### src/rtl/game_obj_pkg.sv
// Shared encodings, screen geometry and sprite attributes for the game object drawers.
package game_obj_pkg;

  localparam int unsigned SCR_W    = 160;
  localparam int unsigned SCR_H    = 120;
  localparam int unsigned X_W      = 8;
  localparam int unsigned Y_W      = 7;
  localparam int unsigned COL_W    = 3;
  localparam int unsigned CNT_W    = 3;
  localparam int unsigned IDX_W    = 3;
  localparam int unsigned KIND_W   = 2;
  localparam int unsigned SZ_W     = 4;
  localparam int unsigned D_W      = 3;

  localparam int unsigned GOLD_SZ  = 8;
  localparam int unsigned STONE_SZ = 6;
  localparam int unsigned DIAM_SZ  = 4;

  localparam logic [COL_W-1:0] GOLD_COL  = 3'b110;
  localparam logic [COL_W-1:0] STONE_COL = 3'b111;
  localparam logic [COL_W-1:0] DIAM_COL  = 3'b011;

  localparam logic [CNT_W-1:0] CNT_MAX = '1;

  typedef enum logic [KIND_W-1:0] {
    KIND_GOLD  = 2'd0,
    KIND_STONE = 2'd1,
    KIND_DIAM  = 2'd2
  } obj_kind_e;

  typedef enum logic [2:0] {
    ST_IDLE    = 3'd0,
    ST_LOAD    = 3'd1,
    ST_PLOT    = 3'd2,
    ST_DONE    = 3'd3,
    ST_RELEASE = 3'd4
  } draw_state_e;

  // Top-left corner and presence of one object, as read from the position table.
  typedef struct packed {
    logic [X_W-1:0] x;
    logic [Y_W-1:0] y;
    logic           valid;
  } obj_pos_t;

  function automatic logic [SZ_W-1:0] kind_size(input obj_kind_e k);
    case (k)
      KIND_GOLD:  return SZ_W'(GOLD_SZ);
      KIND_STONE: return SZ_W'(STONE_SZ);
      default:    return SZ_W'(DIAM_SZ);
    endcase
  endfunction

  function automatic logic [COL_W-1:0] kind_colour(input obj_kind_e k);
    case (k)
      KIND_GOLD:  return GOLD_COL;
      KIND_STONE: return STONE_COL;
      default:    return DIAM_COL;
    endcase
  endfunction

endpackage

### src/rtl/obj_pixel_scan.sv
// Raster offset counter for a square sprite: dx runs fastest, both wrap at size-1.
module obj_pixel_scan
  import game_obj_pkg::*;
(
  input  logic            clk,
  input  logic            resetn,
  input  logic            clear,
  input  logic            step,
  input  logic [SZ_W-1:0] size,
  output logic [D_W-1:0]  dx,
  output logic [D_W-1:0]  dy,
  output logic            last
);

  logic dx_end;
  logic dy_end;

  assign dx_end = (SZ_W'(dx) == size - SZ_W'(1));
  assign dy_end = (SZ_W'(dy) == size - SZ_W'(1));
  assign last   = dx_end && dy_end;

  always_ff @(posedge clk) begin
    if (!resetn || clear) begin
      dx <= '0;
      dy <= '0;
    end else if (step) begin
      if (dx_end) begin
        dx <= '0;
        dy <= dy_end ? '0 : dy + D_W'(1);
      end else begin
        dx <= dx + D_W'(1);
      end
    end
  end

endmodule

### src/rtl/object_sprite_drawer.sv
// Scans one solid square sprite per request into the VGA adapter and advances
// the per-kind object counters used by the view FSM to sequence objects.
module object_sprite_drawer
  import game_obj_pkg::*;
(
  input  logic              clk,
  input  logic              resetn,
  input  logic              enable_draw_gold,
  input  logic              enable_draw_stone,
  input  logic              enable_draw_diamond,
  input  logic              resetn_gold_stone_diamond,
  input  logic [X_W-1:0]    pos_x,
  input  logic [Y_W-1:0]    pos_y,
  input  logic              pos_valid,
  output logic [KIND_W-1:0] pos_kind,
  output logic [IDX_W-1:0]  pos_index,
  output logic [X_W-1:0]    x,
  output logic [Y_W-1:0]    y,
  output logic [COL_W-1:0]  colour,
  output logic              plot,
  output logic              draw_gold_done,
  output logic              draw_stone_done,
  output logic              draw_diamond_done,
  output logic [CNT_W-1:0]  gold_count,
  output logic [CNT_W-1:0]  stone_count,
  output logic [CNT_W-1:0]  diamond_count
);

  draw_state_e      state_q, state_d;
  obj_kind_e        kind_q, kind_sel;
  obj_pos_t         base_q;
  logic [D_W-1:0]   dx, dy;
  logic             last;
  logic             scan_clear, scan_step;
  logic             any_en, kind_en;
  logic [CNT_W-1:0] sel_count;
  logic [X_W:0]     sum_x;
  logic [Y_W:0]     sum_y;
  logic             in_bounds;

  assign any_en = enable_draw_gold || enable_draw_stone || enable_draw_diamond;

  // Request arbitration: gold over stone over diamond.
  always_comb begin
    if (enable_draw_gold) begin
      kind_sel  = KIND_GOLD;
      sel_count = gold_count;
    end else if (enable_draw_stone) begin
      kind_sel  = KIND_STONE;
      sel_count = stone_count;
    end else begin
      kind_sel  = KIND_DIAM;
      sel_count = diamond_count;
    end
  end

  always_comb begin
    case (kind_q)
      KIND_GOLD:  kind_en = enable_draw_gold;
      KIND_STONE: kind_en = enable_draw_stone;
      default:    kind_en = enable_draw_diamond;
    endcase
  end

  // 9/8-bit sums so that sprites hanging off the right/bottom edge clip instead of wrapping.
  assign sum_x     = (X_W+1)'(base_q.x) + (X_W+1)'(dx);
  assign sum_y     = (Y_W+1)'(base_q.y) + (Y_W+1)'(dy);
  assign in_bounds = base_q.valid && (sum_x < (X_W+1)'(SCR_W)) && (sum_y < (Y_W+1)'(SCR_H));

  obj_pixel_scan u_scan (
    .clk    (clk),
    .resetn (resetn),
    .clear  (scan_clear),
    .step   (scan_step),
    .size   (kind_size(kind_q)),
    .dx     (dx),
    .dy     (dy),
    .last   (last)
  );

  always_ff @(posedge clk) begin
    if (!resetn) state_q <= ST_IDLE;
    else         state_q <= state_d;
  end

  // Next state; dropping the latched enable during LOAD/PLOT abandons the object.
  always_comb begin
    state_d    = state_q;
    scan_clear = 1'b0;
    scan_step  = 1'b0;
    case (state_q)
      ST_IDLE: begin
        if (any_en) state_d = ST_LOAD;
      end
      ST_LOAD: begin
        if (!kind_en) begin
          state_d = ST_IDLE;
        end else if (!pos_valid) begin
          state_d = ST_DONE;
        end else begin
          scan_clear = 1'b1;
          state_d    = ST_PLOT;
        end
      end
      ST_PLOT: begin
        if (!kind_en) begin
          state_d = ST_IDLE;
        end else begin
          scan_step = 1'b1;
          if (last) state_d = ST_DONE;
        end
      end
      ST_DONE: begin
        state_d = ST_RELEASE;
      end
      ST_RELEASE: begin
        if (!any_en) state_d = ST_IDLE;
      end
      default: begin
        state_d = ST_IDLE;
      end
    endcase
  end

  // Registered VGA, table-address and completion outputs.
  always_ff @(posedge clk) begin
    if (!resetn) begin
      kind_q            <= KIND_GOLD;
      base_q            <= '0;
      pos_kind          <= '0;
      pos_index         <= '0;
      x                 <= '0;
      y                 <= '0;
      colour            <= '0;
      plot              <= 1'b0;
      draw_gold_done    <= 1'b0;
      draw_stone_done   <= 1'b0;
      draw_diamond_done <= 1'b0;
    end else begin
      plot              <= 1'b0;
      draw_gold_done    <= 1'b0;
      draw_stone_done   <= 1'b0;
      draw_diamond_done <= 1'b0;
      case (state_q)
        ST_IDLE: begin
          if (any_en) begin
            kind_q    <= kind_sel;
            pos_kind  <= kind_sel;
            pos_index <= IDX_W'(sel_count);
          end
        end
        ST_LOAD: begin
          base_q <= '{x: pos_x, y: pos_y, valid: pos_valid};
        end
        ST_PLOT: begin
          if (kind_en) begin
            x      <= sum_x[X_W-1:0];
            y      <= sum_y[Y_W-1:0];
            colour <= kind_colour(kind_q);
            plot   <= in_bounds;
          end
        end
        ST_DONE: begin
          draw_gold_done    <= (kind_q == KIND_GOLD);
          draw_stone_done   <= (kind_q == KIND_STONE);
          draw_diamond_done <= (kind_q == KIND_DIAM);
        end
        default: begin
        end
      endcase
    end
  end

  // Counters advance as the done pulse is seen; the external clear takes priority.
  always_ff @(posedge clk) begin
    if (!resetn || !resetn_gold_stone_diamond) begin
      gold_count    <= '0;
      stone_count   <= '0;
      diamond_count <= '0;
    end else begin
      if (draw_gold_done && gold_count != CNT_MAX)
        gold_count <= gold_count + CNT_W'(1);
      if (draw_stone_done && stone_count != CNT_MAX)
        stone_count <= stone_count + CNT_W'(1);
      if (draw_diamond_done && diamond_count != CNT_MAX)
        diamond_count <= diamond_count + CNT_W'(1);
    end
  end

endmodule

### config.mk
export PLATFORM = sky130hd
export DESIGN_NAME = object_sprite_drawer
export DESIGN_NICKNAME = d
export VERILOG_FILES = /design/src/rtl/game_obj_pkg.sv /design/src/rtl/obj_pixel_scan.sv /design/src/rtl/object_sprite_drawer.sv
export SDC_FILE = /design/constraint.sdc
export NUM_CORES = 1
export LEC_CHECK = 0
export BUFFER_PORTS_ARGS = -buffer_cell sky130_fd_sc_hd__buf_2
export CORE_MARGIN = 2
export CORE_UTILIZATION = 45
export DETAILED_ROUTE_END_ITERATION = 8
export HOLD_SLACK_MARGIN = 0.08
export PLACE_DENSITY_LB_ADDON = 0.05
export SLEW_MARGIN = 20
export SYNTH_ARGS = -nofsm -noshare
export SYNTH_HDL_FRONTEND = slang
export SYNTH_SLANG_ARGS = --single-unit
### constraint.sdc
create_clock -name clk -period 2.15 [get_ports clk]
set_input_delay 0.43 -clock clk [delete_from_list [all_inputs] [get_ports clk]]
set_output_delay 0.43 -clock clk [all_outputs]
set_load 0.02 [all_outputs]
* After elaboration in Yosys (flattened, before gate mapping) *
Cells that the tools add are included.

cells by class
  add/subtract/negate cells = 8
  reduce and logical (&&, ||, !) cells = 20
  multiply operators = 0
  muxes and demuxes = 21
  shift operators = 0
  div/mod/pow operators = 0
  bitwise logic cells = 0
  equal/unequal tests = 14
  order comparisons = 2

operator list
  kind                                                                   number
  3-bit 2-to-1 mux                                                       8
  3-bit by 1-bit adder with 3-bit output (second input constant)         5
  3-bit one-hot mux with 5 select lines                                  1
  3-bit inequality test (second input constant)                          4
  8-bit by 3-bit adder with 9-bit output                                 1
  9-bit by 8-bit < comparator with 1-bit output (second input constant)  1
  7-bit by 3-bit adder with 8-bit output                                 1
  3-bit by 4-bit == test with 1-bit output                               2
  8-bit by 7-bit < comparator with 1-bit output (second input constant)  1
  4-bit one-hot mux with 2 select lines                                  1
  2-bit AND reduction                                                    4
  3-bit by 2-bit == test with 1-bit output (second input constant)       2
  1-bit logical AND                                                      6
  1-bit 2-to-1 mux                                                       6
  2-bit 2-to-1 mux                                                       3
  3-bit one-hot mux with 2 select lines                                  1
  3-bit AND reduction                                                    2
  1-bit logical OR                                                       4
  2-bit inequality test (second input constant)                          2
  4-bit by 1-bit subtractor with 4-bit output (second input constant)    1
  3-bit by 1-bit == test with 1-bit output (second input constant)       1
  3-bit == test (second input constant)                                  1
  3-bit zero test                                                        1
  2-bit by 1-bit == test with 1-bit output (second input constant)       1
  4 further kinds                                                        5

storage, ports and cells
  RAM bits = 0
  input port bits = 22
  output and inout port bits = 36
  bits in registers = 61
  bits in latches = 0
  memory bits (read-only) = 0
  memories = 0
  word-level logic and storage cells = 83

* Logic depth before layout (Yosys ltp) *
Gate-level depths: netlist of the first run.

  depth after elaboration = 8
  depth in mapped cells = 8
  gate-level depth less buffers = 8

* Modules after synthesis *
Synthesis of the first run repeated with hierarchy kept, for this count alone.

second synthesis, totals
  cell total of the unflattened synthesis = 340
  area, all modules = 3,101.7 sq um

by module, submodules not included
  module                area an instance (sq um)  seq. area each (sq um)  instances  cells each
  object_sprite_drawer  2,653.8                   1,101.1                 1          293
  obj_pixel_scan        447.9                     120.1                   1          47

* Least setup slack after synthesis of the first run *
OpenSTA, ideal clock, no wires.

  path type = reg2reg
  start point = register u_scan.dy[0]
  end point = register plot
  period minus slack after synthesis = 1,856 ps
  setup slack = 294 ps
  arrival time = 1,764 ps
  buffers on the path = 0
  stages on the path, launching flop included = 9
  setup time = 92 ps
  data required time = 2,058 ps
  path through = dfxtp_1 ha_1 inv_1 fa_1 nor2b_1 o311ai_0 a41oi_1 o41ai_1 nor4_1

between the ends
  longest elaborated chain between the ends = 3

RTL lines
  item                                           line                         source
  from (decl)                                    obj_pixel_scan.sv:11         output logic [D_W-1:0] dy,
  from (signal assigned)                         obj_pixel_scan.sv:29         dy <= dy_end ? '0 : dy + D_W'(1);
  7-bit by 3-bit adder with 8-bit output         object_sprite_drawer.sv:67   assign sum_y = (Y_W+1)'(base_q.y) + (Y_W+1)'(dy);
  8-bit by 7-bit < comparator with 1-bit output  object_sprite_drawer.sv:68   assign in_bounds = base_q.valid && (sum_x < (X_W+1)'(SCR_W)) && (sum_y < (Y_W+1)'(SCR_H));
  1-bit logical AND                              object_sprite_drawer.sv:68
  to (signal assigned)                           object_sprite_drawer.sv:160  plot <= in_bounds;
  to (decl)                                      object_sprite_drawer.sv:20   output logic plot,

No other way between the ends.
A chain may end at the register's enable or synchronous reset.

* Worst setup path in the final report of the first run *
  start point = register u_scan.dx[0]
  end point = register plot

between the ends
  longest elaborated chain between the ends = 4

RTL lines
  item                                           line                        source
  from (decl)                                    obj_pixel_scan.sv:10        output logic [D_W-1:0] dx,
  from (signal assigned)                         obj_pixel_scan.sv:31        dx <= dx + D_W'(1);
  8-bit by 3-bit adder with 9-bit output         object_sprite_drawer.sv:66  assign sum_x = (X_W+1)'(base_q.x) + (X_W+1)'(dx);
  9-bit by 8-bit < comparator with 1-bit output  object_sprite_drawer.sv:68
  1-bit logical AND (2 in a row)                 object_sprite_drawer.sv:68

No other way between the ends.

==> flow_summary_export.csv, run 1 <==
group,metric,value,unit
drt,wl_met1,3.08,mm
setup_path,worstPathRequired,2350,ps
power_and_ir_drop,clockPowerShare,38.4,%
timing,report.final.hold_viol_count,0,
cells_and_area,syn_to_final_growth,16.8,%
logic_synthesis,ys_types,51,
clock_network,cts_tree,"built",
logic_synthesis,synth_top_flop_cell,"sky130_fd_sc_hd__dfxtp_1",
clock_network,cts.repair_timing.setup_buffer_count,0,
setup_path,worst-endpoint-arrival,2160,ps
logic_synthesis,synth_mux_area_share,4.88,%
logic_synthesis,synth_top_area_share,41.0,%
power_and_ir_drop,power.switching_fraction,28.4,%
placement,port_buffers,57,
die,io_pins,58,
logic_synthesis,synth.most_common_cell,"sky130_fd_sc_hd__dfxtp_1",
drt,met2WireLength,3.28,mm
setup_path,setup.worst_path.class,"reg -> reg",
timing,fin_skew,9.55,ps
cells_and_area,total_area_of_multi_input_combinational_cells,0.00159,mm²
cells_and_area,drive_gt1_share,22.9,%
timing,relSlewSlack,61.8,%
logic_synthesis,synth-warning-count,0,
global_routing,grt_remaining_overflow,0,
drt,num_vias,2509,
drt,route.detailed.wl_per_inst,14.0,µm
drt,highest-signal-layer,"met4",
timing,slew_viol_final,0,
setup_path,register_to_register_path_depth,8,
placement,routabilityCongestion,0.808,
setup_path,worst_setup_path_end_kind,"flop",
timing,fin_tns_setup,0,ps
clock_network,clock_transition_at_the_register_clock_pins_on_the_worst_setup_and_hold_paths_after_cts,70,ps
global_routing,grt_antenna_before_repair,0,
clock_network,cts-hold-fix-buffers,0,
logic_synthesis,post_synth_instance_area,0.00298,mm²
global_routing,grt_start_max_net_pins,39,
setup_path,crit_path_start,"u_scan.dx[0]",
logic_synthesis,most_used_standard_cells_in_the_synthesized_netlist,"sky130_fd_sc_hd__dfxtp_1, sky130_fd_sc_hd__nand2_1, sky130_fd_sc_hd__nor2_1, sky130_fd_sc_hd__a21oi_1, sky130_fd_sc_hd__ha_1",
cells_and_area,n_fill_cell,654,
cells_and_area,area.sequential,0.00122,mm²
cells_and_area,insertedDiodeCount,0,
timing,timing_worst_slew_pin_value,572,ps
setup_path,critical_path_startpoint_category,"flop",
die,core,0.00639,mm²
clock_network,cts.sinks,61,
logic_synthesis,ys_ff_latch,61,
cells_and_area,finalNetCount,431,
drt,drt-initial-drc-count,107,
logic_synthesis,syn-mean-instance-area,8.83,µm²
timing,rsz0062_at_grt,"no",
drt,route.antenna.remaining_nets,0,
power_and_ir_drop,worst_case_vdd_ir_drop,393,µV
die,die_w,85.3,µm
logic_synthesis,post_synth_fa_ha_maj_area_fraction,7.23,%
logic_synthesis,yosysSeqAreaShare,41.0,%
power_and_ir_drop,power_report.internal_total,1850,µW
drt,wirelength,6.66,mm
run,maxCapViolCount,0,
placement,post-dp-hpwl,4.77,mm
setup_path,rr_startpoint,"u_scan.dx[0]",
global_routing,track_usage,19.1,%
global_routing,grt_first_pass_wirelength,11.1,mm
drt,drt-vias-per-instance,5.28,
logic_synthesis,synth-simple-area-share,18.7,%
clock_network,clkLatencyLatePin,330,ps
setup_path,rrSetupSlack,190,ps
power_and_ir_drop,seq_power_share,48.6,%
power_and_ir_drop,power_density,745,mW/mm²
clock_network,clock_tree.buffer_depth,2,
logic_synthesis,post_synth_edffs,0,
min_path,worstHoldStart,"pos_y[4]",
power_and_ir_drop,combinationalPowerShare,13.0,%
power_and_ir_drop,static-leakage-power,0.00149,µW
clock_network,numCtsBuffers,9,
logic_synthesis,yosysTopAreaCell,"sky130_fd_sc_hd__dfxtp_1",
min_path,hold_path_depth,3,
die,die_h,85.3,µm
die,placement_rows,29,
timing,period_needed,1960,ps
logic_synthesis,ys_top_cells_by_area,"sky130_fd_sc_hd__dfxtp_1, sky130_fd_sc_hd__nand2_1, sky130_fd_sc_hd__ha_1",
logic_synthesis,yosys.area_share.xor_xnor,5.55,%
drt,drt_pass1_iterations,4,
timing,achievable-frequency,511,MHz
die,floorplan.initialDensity,46.6,%
timing,timing.final.setup_violations,0,
cells_and_area,fin_util,54.4,%
drt,post-route-drc-count,0,
drt,route.met3.wl,244,µm
logic_synthesis,post_synth_inst_count,337,
status,outcome,"finished, final reports clean",
timing,fin_crit_sh,91.1,%
global_routing,first_global_vias,2324,
logic_synthesis,compound_cell_area_share_of_the_yosys_netlist,16.8,%
power_and_ir_drop,power_switching,737,µW
min_path,min_delay_worst_type,"in -> reg",
die,design.die.area,0.00728,mm²
logic_synthesis,dominant_combinational_cell_family_by_area_after_synthesis,"simple AND/OR/NAND/NOR gates",
clock_network,htreeDepth,3,
setup_path,cp_max_fo,5,
clock_network,clk_root_buffer_cell,"sky130_fd_sc_hd__clkbuf_8",
logic_synthesis,async_flop_share,0,%
logic_synthesis,syn_nets,375,
## critical path: stages (launching register included)
cell,delay [ps]
sky130_fd_sc_hd__dfxtp_1,440
sky130_fd_sc_hd__ha_1,210
sky130_fd_sc_hd__inv_1,50
sky130_fd_sc_hd__fa_1,410
sky130_fd_sc_hd__nor2b_2,200
sky130_fd_sc_hd__o211a_1,190
sky130_fd_sc_hd__a41oi_1,120
sky130_fd_sc_hd__o41ai_1,110
sky130_fd_sc_hd__nor4_1,100
## final timing paths
check                                 end
worst min-delay path            base_q[5]
worst min register to register       y[0]
worst max-delay path                 plot
worst max register to register       plot
## cell type report
cell class	count	share of cell area, %
repair buffers	65	9.94
flip-flops and latches	61	35.2
well taps	77	2.77
clock buffers	10	3.67
multi-input cells	247	45.6
clock inverters	6	1.84
inverters	9	0.972
## metal layers
layer  track usage [%]  vias up
met1              24.4     1180
li1                  -     1276
met3              3.89        5
met4              6.49        0
met5                 0        -
met2              32.3       48
## power by group through the flow
stage | Sequential, µW | Clock, µW | Combinational (µW)
floorplan | 1270 | 0 | 263
global placement | 1290 | 0 | 337
detailed placement | 1290 | 0 | 343
CTS | 1260 | 1010 | 344
global route | 1270 | 1070 | 381
finish | 1260 | 994 | 337
## kinds of logic (layout without fill, tap and decap cells)
family,Yosys count,after routing
buffers and inverters,29,90
AOI/OAI and AO/OA,74,74
DFF,61,61
xor gates and xnor gates,18,18
adders and majority gates,16,16
and+or+nand+nor,125,125
muxes,14,14
## cells in the final DEF (no fill, tap or decap), drive strengths merged, types with 2 or more instances in the layout
master / instances
nor3: 5
a21oi: 33
nor2b: 6
mux2i: 13
xnor2: 14
o31ai: 2
and2: 2
o211ai: 3
nor4: 3
o21ai: 13
buf: 65
a211oi: 6
clkbuf: 10
inv: 9
ha: 14
nor2: 36
clkinv: 3
dfxtp: 61
nand4b: 2
o2111ai: 2
fa: 2
nor3b: 3
xor2: 4
clkinvlp: 2
o211a: 2
nand2: 60
a21o: 2
## state kept, by name (all words and copies together), names as in the netlist
| register | flops |
|---|---|
| y | 7 |
| pos_index | 3 |
| diamond_count | 3 |
| gold_count | 3 |
| draw_stone_done | 1 |
| base_q | 16 |
| draw_gold_done | 1 |
| state_q | 3 |
| plot | 1 |
| draw_diamond_done | 1 |
| u_scan.dy | 3 |
| colour | 3 |
| x | 8 |
| stone_count | 3 |
| u_scan.dx | 3 |
| kind_q | 2 |
## through the flow
step / cell area, µm² / setup WS, ps / instances / hold slack (ps) / power [µW]
after global routing: 3480 / 8.52 / 475 / 326 / 2720
after floorplan: 2980 / 294 / 337 / 433 / 1530
after detailed placement: 3280 / 164 / 459 / 444 / 1630
final: 3480 / 192 / 475 / 327 / 2590
after global placement: 3280 / 234 / 459 / 440 / 1620
after CTS: 3470 / 130 / 475 / 321 / 2620
## timing repair
item,in CTS,in global routing
endpoints found under the hold margin,0,0
gates resized for setup,0,2
endpoints found under the setup margin,0,1
(Power assumes the default switching activity.)
==> inputs of run 2 (changes only) <==
- CTS_BUF_LIST: default -> sky130_fd_sc_hd__clkbuf_4 sky130_fd_sc_hd__clkbuf_8
- PLACE_DENSITY: default -> 0.67
- PLACE_DENSITY_LB_ADDON: 0.05 -> default
==> run 2 against run 1 <==
  * Cell area grew 2.3%
  * Sequential power is essentially flat
  * Global-route usage shrank 0.40 points
  * Count of clock-buffer cells in the layout shrank 1
  * Register-to-register slack is essentially flat
  * Setup slack lost 12 ps
  * Maximum frequency shrank 0.59%
  * Routed wire length shrank 4.6%
  * Largest cell class unchanged
==> flow_summary_export.csv, run 2 (synthesis results as in run 1) <==
group,metric,value,unit
cells_and_area,mostFrequentLayoutCells,"sky130_fd_sc_hd__dfxtp_1, sky130_fd_sc_hd__nand2_1, sky130_fd_sc_hd__buf_2",
clock_network,numCtsBuffers,9,
timing,setup_ws,181,ps
setup_path,worstPathCellList,"ha_1 > inv_1 > fa_1 > nor2b_2 > o311ai_0 > a41oi_1 > o41ai_1 > nor4_1",
power_and_ir_drop,worst_case_vdd_ir_drop,567,µV
min_path,hold_path_depth,3,
timing,fin_tns_setup,0,ps
power_and_ir_drop,seq_power_share,42.1,%
timing,achievable-frequency,508,MHz
global_routing,grt_first_pass_wirelength,10.8,mm
min_path,min_delay_worst_type,"in -> reg",
timing,fin_crit_sh,91.6,%
cells_and_area,layout_top_registers,"base_q (16), x (8), y (7)",
placement,placement.setup.worst_slack,135,ps
drt,route.antenna.remaining_nets,0,
cells_and_area,total_area_of_multi_input_combinational_cells,0.00159,mm²
die,io_pins,58,
clock_network,total_of_cells_resized_after_clock_tree_synthesis,0,
power_and_ir_drop,clockPowerShare,46.6,%
timing,timing.final.setup_violations,0,
timing,fin_skew,6.95,ps
die,die_h,85.3,µm
placement,port_buffers,57,
drt,route.detailed.wl_per_inst,13.4,µm
setup_path,critical_path_startpoint_category,"flop",
setup_path,rr_startpoint,"u_scan.dy[0]",
setup_path,worst-endpoint-arrival,2220,ps
setup_path,crit-reg2reg-capture,"plot",
global_routing,track_usage,18.7,%
timing,relSlewSlack,63.0,%
power_and_ir_drop,static-leakage-power,0.00153,µW
cells_and_area,area.sequential,0.00122,mm²
setup_path,slowest_stage,"sky130_fd_sc_hd__fa_1",
power_and_ir_drop,combinationalPowerShare,11.3,%
timing,report.final.hold_viol_count,0,
cells_and_area,layout.cells.most_common,"sky130_fd_sc_hd__dfxtp_1",
clock_network,cts.sinks,61,
setup_path,worstPathRequired,2400,ps
cells_and_area,fin_util,55.7,%
run,maxCapViolCount,0,
power_and_ir_drop,total_power,2990,µW
drt,drt_pass1_iterations,4,
drt,drt-vias-per-instance,5.23,
timing,slew_viol_final,0,
cells_and_area,finalNetCount,431,
clock_network,clk_root_buffer_cell,"sky130_fd_sc_hd__clkbuf_8",
timing,timing_worst_slew_pin_value,553,ps
die,floorplan.initialDensity,46.6,%
die,placement_rows,29,
global_routing,grt_start_max_net_pins,39,
clock_network,cts_tree,"built",
drt,wirelength,6.35,mm
clock_network,cts-hold-fix-buffers,0,
setup_path,worst_setup_path_end_kind,"flop",
cells_and_area,drive_gt1_share,23.1,%
global_routing,first_global_vias,2320,
drt,post-route-drc-count,0,
die,core,0.00639,mm²
clock_network,cts.repair_timing.setup_buffer_count,0,
setup_path,critPathCapture,"plot",
cells_and_area,insertedDiodeCount,0,
cells_and_area,largest_register_ff_count,16,
die,design.die.area,0.00728,mm²
setup_path,register_to_register_path_depth,8,
placement,post-dp-hpwl,4.51,mm
timing,period_needed,1970,ps
power_and_ir_drop,power_density,840,mW/mm²
setup_path,cp_max_fo,4,
cells_and_area,regMostFlops,"base_q",
clock_network,htreeDepth,3,
status,outcome,"finished, final reports clean",
cells_and_area,syn_to_final_growth,19.5,%
setup_path,crit_path_start,"u_scan.dy[0]",
global_routing,grt_remaining_overflow,0,
drt,num_vias,2486,
clock_network,clkLatencyLatePin,350,ps
clock_network,clock_tree.buffer_depth,2,
setup_path,setup.worst_path.class,"reg -> reg",
cells_and_area,n_fill_cell,624,
power_and_ir_drop,power.switching_fraction,25.8,%
power_and_ir_drop,power_report.internal_total,2220,µW
min_path,worstHoldStart,"pos_x[3]",
setup_path,rrSetupSlack,180,ps
timing,rsz0062_at_grt,"yes",
drt,drt-initial-drc-count,72,
setup_path,max_stage_delay,410,ps
die,die_w,85.3,µm
power_and_ir_drop,power_switching,769,µW
global_routing,grt_antenna_before_repair,0,
placement,routabilityCongestion,0.772,
clock_network,clock_transition_at_the_register_clock_pins_on_the_worst_setup_and_hold_paths_after_cts,70,ps
==> run 2: layer usage <==
layer | vias up | global-route usage (%) | part of all wire (%)
met5 | - | 0 | 0
met4 | 0 | 9.09 | 2.3
met3 | 15 | 3.79 | 3.6
met2 | 55 | 29.0 | 46
met1 | 1138 | 25.0 | 48
li1 | 1278 | - | -
==> run 2: worst min path at each step <==
stage | end | slack, ps
global route | base_q[7] | 320
CTS | base_q[5] | 300
global placement | y[2] | 440
finish | base_q[11] | 310
floorplan | base_q[0] | 430
detailed placement | y[2] | 450
==> run 2: cell type report <==
cell class / instances / share of cell area (%)
Sequential cell: 61 / 34.3
Tap cell: 77 / 2.71
Inverter: 9 / 0.950
Clock buffer: 9 / 3.48
Timing Repair Buffer: 65 / 9.71
Multi-Input combinational cell: 247 / 44.7
Clock inverter: 7 / 4.12
==> run 2: power by group through the flow <==
stage / clock network (µW) / registers, µW / logic (µW)
2_1_floorplan: 0 / 1270 / 263
3_5_place_dp: 0 / 1280 / 341
5_1_grt: 1460 / 1270 / 385
4_1_cts: 1410 / 1260 / 343
3_3_place_gp: 0 / 1280 / 335
6_report: 1390 / 1260 / 339
==> run 2: through the flow <==
| stage | hold slack, ps | instance area (µm²) | std cells |
|---|---|---|---|
| 2_1_floorplan | 433 | 2980 | 337 |
| 3_3_place_gp | 439 | 3280 | 459 |
| 3_5_place_dp | 447 | 3280 | 459 |
| 4_1_cts | 303 | 3550 | 475 |
| 5_1_grt | 322 | 3560 | 475 |
| 6_report | 313 | 3560 | 475 |
==> run 2: critical path: cells and delay by family, from the launching register on <==
kind | cells | cell delay [ps]
fa+ha+maj | 2 | 590
compound gates | 3 | 470
simple gates | 2 | 410
flops | 1 | 350
buf+inv | 1 | 60
